`config.mk`:
```
export PLATFORM = sky130hd
export DESIGN_NAME = io_bamse_gen
export DESIGN_NICKNAME = d
export VERILOG_FILES = /design/src/rtl/io_bamse_gen_pkg.sv /design/src/rtl/io_bamse_gen_timer.sv /design/src/rtl/io_bamse_gen.sv
export SDC_FILE = /design/constraint.sdc
export NUM_CORES = 1
export LEC_CHECK = 0
export ABC_AREA = 1
export CORE_AREA = 2 2 137 139
export CTS_CLUSTER_DIAMETER = 50
export DETAILED_ROUTE_END_ITERATION = 7
export DIE_AREA = 0 0 139 141
export DONT_BUFFER_PORTS = 1
export SETUP_SLACK_MARGIN = 0.1
export SYNTH_ARGS = -nofsm -noshare
export SYNTH_HDL_FRONTEND = slang
export SYNTH_HIERARCHICAL = 1
export SYNTH_SLANG_ARGS = --single-unit
```
`constraint.sdc`:
```
create_clock -name clk -period 5.1 [get_ports clk]
set_input_delay 0.765 -clock clk [delete_from_list [all_inputs] [get_ports clk]]
set_output_delay 0.765 -clock clk [all_outputs]
set_load 0.1 [all_outputs]
```
`src/rtl/io_bamse_gen_pkg.sv`:
```
// Shared definitions for io_bamse_gen: register offsets (relative to BASE),
// flag bit positions and the timer control register layout.
package io_bamse_gen_pkg;

  localparam logic [7:0] IO_IN     = 8'h00;  // + input port index, read-only
  localparam logic [7:0] IO_OUT    = 8'h10;  // + output latch index
  localparam logic [7:0] IO_MASK   = 8'h20;  // + input port index
  localparam logic [7:0] IO_FLAGS  = 8'h30;  // read; write-1-to-clear
  localparam logic [7:0] IO_IEN    = 8'h31;
  localparam logic [7:0] IO_RLD_LO = 8'h32;
  localparam logic [7:0] IO_RLD_HI = 8'h33;
  localparam logic [7:0] IO_TCTL   = 8'h34;
  localparam logic [7:0] IO_CNT_LO = 8'h35;  // live counter, read-only
  localparam logic [7:0] IO_CNT_HI = 8'h36;  // live counter, read-only

  localparam int IO_FLAG_TMR = 7;

  // Timer control: bit0 EN, bit1 AUTO (reload on expiry)
  typedef struct packed {
    logic auto_rld;
    logic en;
  } tctl_t;

endpackage

```
`src/rtl/io_bamse_gen_timer.sv`:
```
// pb_timer16: 16-bit down counter with reload.
//   load   - CNT <= rld (takes priority over counting)
//   en     - count enable (already gated off by the parent during a TCTL write)
//   auto   - on expiry reload from rld, otherwise request EN clear and hold 0
//   cnt    - live counter value
//   expire - one-cycle pulse while CNT==0 and running
//   en_clr - asks the parent to drop EN (one-shot finished)
module pb_timer16 (
  input  logic        clk,
  input  logic        rst,
  input  logic        load,
  input  logic        en,
  input  logic        auto,
  input  logic [15:0] rld,
  output logic [15:0] cnt,
  output logic        expire,
  output logic        en_clr
);

  logic [15:0] cnt_q, cnt_d;

  always_comb begin
    cnt_d  = cnt_q;
    expire = 1'b0;
    en_clr = 1'b0;
    if (load) begin
      cnt_d = rld;
    end else if (en) begin
      if (cnt_q == 16'd0) begin
        expire = 1'b1;
        if (auto) cnt_d = rld;
        else      en_clr = 1'b1;
      end else begin
        cnt_d = cnt_q - 16'd1;
      end
    end
  end

  always_ff @(posedge clk) begin
    if (rst) cnt_q <= '0;
    else     cnt_q <= cnt_d;
  end

  assign cnt = cnt_q;

endmodule

```
`src/rtl/io_bamse_gen.sv`:
```
// io_bamse_gen: parametrised PacoBlaze I/O block.
//   port_in_pins  - N_IN raw async input ports, synchronised then edge-detected
//   port_out_pins - N_OUT output latches
//   port_id/port_in/wen - PacoBlaze write bus; port_out - registered read data
//   ren           - read strobe, reads have no side effects so it is unused
//   interrupt     - registered |(FLAGS & IEN); ioc_flags - current FLAGS
module io_bamse_gen
  import io_bamse_gen_pkg::*;
#(
  parameter int         N_IN  = 2,
  parameter int         N_OUT = 1,
  parameter int         W     = 8,
  parameter logic [7:0] BASE  = 8'h00
) (
  input  logic               clk,
  input  logic               rst,
  input  logic [N_IN*W-1:0]  port_in_pins,
  output logic [N_OUT*W-1:0] port_out_pins,
  input  logic [7:0]         port_id,
  input  logic [W-1:0]       port_in,
  output logic [W-1:0]       port_out,
  input  logic               wen,
  input  logic               ren,
  output logic               interrupt,
  output logic [7:0]         ioc_flags
);

  logic unused_ren;
  assign unused_ren = ren;

  logic [7:0] off;
  assign off = port_id - BASE;

  // ---------------- register state ----------------
  logic [N_IN-1:0][W-1:0]  sync1_q, sync2_q, prev_q, mask_q;
  logic [N_OUT-1:0][W-1:0] out_q;
  logic [7:0]              flags_q, flags_d, ien_q;
  logic [15:0]             rld_q;
  tctl_t                   tctl_q, tctl_d;
  logic                    irq_q;
  logic [W-1:0]            rdata, port_out_q;

  // ---------------- decode / IOC ----------------
  logic [N_IN-1:0]  chg, wr_mask;
  logic [N_OUT-1:0] wr_out;
  logic             wr_flags, wr_ien, wr_rld_lo, wr_rld_hi, wr_tctl;

  for (genvar i = 0; i < N_IN; i++) begin : g_in
    assign chg[i]     = |((sync2_q[i] ^ prev_q[i]) & mask_q[i]);
    assign wr_mask[i] = wen && (off == IO_MASK + 8'(i));
  end

  for (genvar j = 0; j < N_OUT; j++) begin : g_out
    assign wr_out[j] = wen && (off == IO_OUT + 8'(j));
  end

  assign wr_flags  = wen && (off == IO_FLAGS);
  assign wr_ien    = wen && (off == IO_IEN);
  assign wr_rld_lo = wen && (off == IO_RLD_LO);
  assign wr_rld_hi = wen && (off == IO_RLD_HI);
  assign wr_tctl   = wen && (off == IO_TCTL);

  // ---------------- timer ----------------
  logic [15:0] cnt;
  logic        tmr_exp, tmr_en_clr;

  // Gating EN off during any TCTL write makes "write EN=0" stop the count
  // in the write cycle itself, and a reload write never also expires.
  pb_timer16 u_tmr (
    .clk    (clk),
    .rst    (rst),
    .load   (wr_tctl && port_in[0]),
    .en     (tctl_q.en && !wr_tctl),
    .auto   (tctl_q.auto_rld),
    .rld    (rld_q),
    .cnt    (cnt),
    .expire (tmr_exp),
    .en_clr (tmr_en_clr)
  );

  always_comb begin
    tctl_d = tctl_q;
    if (wr_tctl) begin
      tctl_d.en       = port_in[0];
      tctl_d.auto_rld = port_in[1];
    end else if (tmr_en_clr) begin
      tctl_d.en = 1'b0;
    end
  end

  // ---------------- flags ----------------
  logic [7:0] set, clr;
  always_comb begin
    set              = '0;
    set[N_IN-1:0]    = chg;
    set[IO_FLAG_TMR] = tmr_exp;
    clr              = wr_flags ? port_in[7:0] : 8'h00;
    // A new event in the same cycle as its W1C is kept.
    flags_d          = (flags_q & ~clr) | set;
  end

  // ---------------- read mux ----------------
  always_comb begin
    rdata = '0;
    for (int i = 0; i < N_IN; i++) begin
      if (off == IO_IN   + 8'(i)) rdata = sync2_q[i];
      if (off == IO_MASK + 8'(i)) rdata = mask_q[i];
    end
    for (int j = 0; j < N_OUT; j++) begin
      if (off == IO_OUT + 8'(j)) rdata = out_q[j];
    end
    case (off)
      IO_FLAGS:  rdata = W'(flags_q);
      IO_IEN:    rdata = W'(ien_q);
      IO_RLD_LO: rdata = W'(rld_q[7:0]);
      IO_RLD_HI: rdata = W'(rld_q[15:8]);
      IO_TCTL:   rdata = W'(tctl_q);
      IO_CNT_LO: rdata = W'(cnt[7:0]);
      IO_CNT_HI: rdata = W'(cnt[15:8]);
      default:   ;
    endcase
  end

  // ---------------- sequential ----------------
  always_ff @(posedge clk) begin
    if (rst) begin
      sync1_q    <= '0;
      sync2_q    <= '0;
      prev_q     <= '0;
      mask_q     <= '0;
      out_q      <= '0;
      flags_q    <= '0;
      ien_q      <= '0;
      rld_q      <= '0;
      tctl_q     <= '0;
      irq_q      <= 1'b0;
      port_out_q <= '0;
    end else begin
      sync1_q    <= port_in_pins;
      sync2_q    <= sync1_q;
      prev_q     <= sync2_q;
      for (int i = 0; i < N_IN; i++)
        if (wr_mask[i]) mask_q[i] <= port_in;
      for (int j = 0; j < N_OUT; j++)
        if (wr_out[j]) out_q[j] <= port_in;
      flags_q    <= flags_d;
      if (wr_ien)    ien_q        <= port_in[7:0];
      if (wr_rld_lo) rld_q[7:0]   <= port_in[7:0];
      if (wr_rld_hi) rld_q[15:8]  <= port_in[7:0];
      tctl_q     <= tctl_d;
      irq_q      <= |(flags_q & ien_q);
      port_out_q <= rdata;
    end
  end

  assign port_out_pins = out_q;
  assign port_out      = port_out_q;
  assign interrupt     = irq_q;
  assign ioc_flags     = flags_q;

endmodule

```
Word level (Yosys, flattened, before mapping):

Index checks and enable logic that the tools add are counted.

* word-level logic and storage cells: 78
* output and inout bits: 25
* flip-flop bits (word level): 131
* bits of input ports: 36

* add/subtract/negate cells: 1
* muxes and demuxes: 20
* eq/ne operators: 12
* bitwise gates (word level): 8
* reduce and logical (&&, ||, !) cells: 19

Operator list (count)
* $eq A8 B6 Y1 const B: 9
* $mux W16: 4
* $pmux W8 S7: 1
* $mux W8: 6
* $and A8 B8 Y8: 4
* $reduce_or A8 Y1: 3
* $logic_not A16 Y1: 1
* $sub A16 B1 Y16 const B: 1
* $xor A8 B8 Y8: 2
* $logic_and A1 B1 Y1: 10
* $mux W1: 9
* $eq A8 B1 Y1 const B: 1
* $eq A8 B5 Y1 const B: 1
* $logic_not A8 Y1: 1
* $not A8 Y8: 1
* $or A8 B8 Y8: 1
* $reduce_bool A2 Y1: 2
* $ne A3 B2 Y1 const B: 1
* $reduce_and A2 Y1: 1
* $logic_not A1 Y1: 1

Logic depth before layout (Yosys ltp):

* depth in word-level cells: 8
* gate-level depth with buffers: 15
* mapped depth without buffers: 12

Cells and area by module:

The synthesis kept the hierarchy.

Modules (own cells, without submodules)
* io_bamse_gen: cells an instance 691, times used 1, area an instance 4917.2 µm², seq. area each 2302.2 µm²
* pb_timer16: cells an instance 238, times used 1, area an instance 1366.3 µm², seq. area each 320.3 µm²

Worst setup path before layout:

OpenSTA, ideal clock, no wires.

* kind: input -> register
* start: input port port_id[6]
* end: register u_tmr.cnt_q[1] (netlist: u_tmr/cnt[1])
* arrival: 2.343 ns
* slack: 2.643 ns
* data required time: 4.986 ns
* stages: 13
* path buffers: 3
* library setup time: 0.114 ns
* cell sequence: inv_1 nand2_2 nor2_1 buf_4 buf_6 nand3_2 nor2_2 inv_2 nand2_1 nand2_4 buf_6 nor2_1 nor2_2

* cells in the longest elaborated chain, start to end: 6
* elaborated cells between the ends (all ways): 9
* those cells by class: eq/ne: 2; mux: 1; reduce/logical: 6

RTL lines
* start, declared: line io_bamse_gen.sv:19 `input logic [7:0] port_id,`
* $eq A8 B6 Y1 *: line io_bamse_gen.sv:61 `assign wr_tctl = wen && (off == IO_TCTL);`
* $logic_and A1 B1 Y1 *: line io_bamse_gen.sv:61
* $logic_not A1 Y1: line io_bamse_gen.sv:73 `.en (tctl_q.en && !wr_tctl),`
* $logic_and A1 B1 Y1: line io_bamse_gen.sv:73
* $reduce_bool A2 Y1 (no source line)
* $reduce_and A2 Y1 (no source line)
* end signal, assigned: line io_bamse_gen_timer.sv:41 `else cnt_q <= cnt_d;`
* end, declared: line io_bamse_gen_timer.sv:20 `logic [15:0] cnt_q, cnt_d;`

Every way passes the cells marked *; elsewhere a longest branch is shown, timed or not.
A chain may end at the register's enable or synchronous reset.

Worst setup path in the final report:

* start: input port port_id[6]
* end: register u_tmr.cnt_q[4] (netlist: u_tmr/cnt[4])

Same word-level chain as after synthesis.

==> run metrics <==
post-CTS setup buffers 0; setup tns final 0 ns; CTS H-tree depth 4; RSZ-0062 raised after global routing false; hold crit path type reg -> reg; core area 0.0183 sq mm; design area 0.00695 sq mm; die area 0.0196 sq mm; largest net degree at the start of global routing 71; Hold Buf Count CTS 0; PwrDens 326 mW/mm^2; Synth Cell Area 0.00628 sq mm; status complete, no violations; CTS max path bufs 2; max-slew violations 0; Port-buffer cells 0; worst slew pin tran 1.13 ns; WL per Instance 13.9 um; first-pass GRT wire length 26.6 mm; clock sinks 131; antenna violations before repair 0; worst hold path cell count 2; Leakage Power 3.16 nW; layout cells sized above 1 9.23%; TritonCTS clock tree done; clk_skew 0.00591 ns; IO Count 61; critical path class in -> reg; post-synthesis sequential area ratio 41.7%; Worst Path Max Fanout 38; Synth Register Bits 131; root buf cell clkbuf_16; final core utilization 38.1%; fill cell count 1977; final worst-path cycle share 46.7%; via count 5538; R2R depth 4; launching point of the worst reg2reg path ioc_flags[1]$_SDFF_PP0_; diodes inserted 0; Layout Cells excl Fill 1166; DRC 0; hold endpoint sync2_q[8]$_SDFF_PP0_; Die Width 139 um; Synthesized Nets 967; vias in the first global route 5154; post-route ant nets 0; Clock transition at path regs 0.06 ns; distinct cell type count after synthesis 39; CTS resizes 0; # setup viols final 0; Yosys warnings 6; Fmax 420 MHz; worst-skew pair later-pin latency 0.42 ns; DRT Pass-1 Iters 5; Final Hold Viols 0; critical path arrival 2.70 ns; Vias/cell 4.75; Slew headroom 24.9%; CP startpoint port_id[6]; FP Rows 50; r2r setup slk about 3.4 ns; Die Height 141 um; Overall Global Routing Usage 17.1%; critical path required time 5.42 ns; Max Cap Viol 0; R2R Path End interrupt$_SDFF_PP0_; Place WS 2.29 ns; Avg Cell Area, Syn 6.76 sq um; HPWL Detailed 11.6 mm; post-synthesis cell count 929; grt total ovfl 0; nets 957; HP Start sync1_q[8]$_SDFF_PP0_; CP Capture Type register; fin crit period 2.38 ns; Placement Cell Area 0.00639 sq mm; Area Growth Syn to Fin 10.7%; drt total wl 16.2 mm; Initial Util 34.4%; crit start category input pin; initial drt markers 411; TritonCTS Buffers 17; GP Congestion between 0.8 and 0.9; worst vdd ir 0.253 mV; DP Cell Count 1134; setup ws final 2.72 ns
==> synthesized netlist by cell type (all sizes together) <==
cell type | count | area [sq um]
or2 | 8 | 50.1
and2 | 1 | 8.76
o21a | 1 | 7.51
nand4 | 3 | 33.8
nand3b | 1 | 7.51
buf | 19 | 158
inv | 134 | 503
a31oi | 1 | 6.26
o211ai | 5 | 37.5
a21oi | 59 | 295
o22ai | 3 | 18.8
dfxtp | 131 | 2620
clkbuf | 12 | 45.0
a221oi | 1 | 8.76
nand2 | 189 | 761
nor4 | 1 | 6.26
nand3 | 98 | 516
nor2 | 192 | 806
xor2 | 2 | 17.5
nor3 | 4 | 36.3
ha | 2 | 25.0
xnor2 | 1 | 8.76
o21ai | 61 | 305
==> sequential cells by signal, indices dropped and copies added (netlist names) <==
| register | cells |
|---|---|
| mask_q | 16 |
| prev_q | 16 |
| rld_q | 16 |
| sync1_q | 16 |
| sync2_q | 16 |
| u_tmr/cnt | 16 |
| ien_q | 8 |
| ioc_flags | 8 |
| port_out | 8 |
| port_out_pins | 8 |
| tctl_q | 2 |
| interrupt | 1 |
==> final cells by class <==
| cell class | instances | area (sq um) | share of cell area, % |
|---|---|---|---|
| inverter | 134 | 503 | 7.23 |
| tap | 234 | 293 | 4.21 |
| timing repair buffer | 2 | 15.0 | 0.216 |
| multi-input combinational | 633 | 2960 | 42.5 |
| clock inverter | 15 | 138 | 1.98 |
| clock buffer | 17 | 425 | 6.12 |
| sequential | 131 | 2620 | 37.7 |
==> through the flow <==
stage	hold WS (ns)	total power, mW
final	0.401	2.27
after global routing	0.397	2.35
after CTS	0.395	2.29
after detailed placement	0.392	1.13
after global placement	0.389	1.13
after floorplan	0.388	1.12
==> worst max-delay path: stages <==
cell and delay (ns):
inv_1 0.04, nand2_2 0.10, nor2_2 0.10, buf_4 0.39, nand3_2 0.18, nor2_2 0.19, inv_2 0.14, nand2_1 0.30
nand2_4 0.23, nor2_1 0.18, nor2_2 0.05
==> layout by cell type, fill, tap and decap left out, drive strengths merged, types with 5 or more instances in the layout <==
cell / count
a21oi: 59
inv: 143
dfxtp: 131
nand3: 98
or2: 8
nor2: 192
o21ai: 61
clkbuf: 17
nand2: 189
o211ai: 5
==> how the worst max path moves through the flow <==
stage	end	depth (start not counted)
6_report	u_tmr/cnt[4]$_SDFFE_PP0P_	11
5_1_grt	u_tmr/cnt[10]$_SDFFE_PP0P_	12
4_1_cts	u_tmr/cnt[5]$_SDFFE_PP0P_	12
3_5_place_dp	u_tmr/cnt[13]$_SDFFE_PP0P_	12
3_3_place_gp	u_tmr/cnt[1]$_SDFFE_PP0P_	11
2_1_floorplan	u_tmr/cnt[1]$_SDFFE_PP0P_	13
==> metal layers <==
metal / share of wire, % / up-vias / GRT usage, %
met4: 2.5 / 0 / 6.80
met1: 46 / 2494 / 21.5
li1: - / 2890 / -
met5: 0 / - / 0
met3: 4.7 / 28 / 4.59
met2: 46 / 126 / 28.1
==> where the power goes <==
part / switching (mW) / internal (mW) / total [mW]
Sequential: 0.00933 / 1.04 / 1.05
Clock: 0.517 / 0.642 / 1.16
Combinational: 0.0416 / 0.0172 / 0.0587
==> logic make-up (layout without fill, tap and decap cells) <==
| kind of cell | after synthesis | after routing | share of synthesized area [%] |
|---|---|---|---|
| AOI/OAI and AO/OA | 131 | 131 | 10.8 |
| xor gates and xnor gates | 3 | 3 | 0.418 |
| adders and majority gates | 2 | 2 | 0.398 |
| buffers and inverters | 165 | 168 | 11.2 |
| DFF | 131 | 131 | 41.7 |
| and+or+nand+nor | 497 | 497 | 35.4 |
Note: power is estimated with default switching activity, not from simulation.
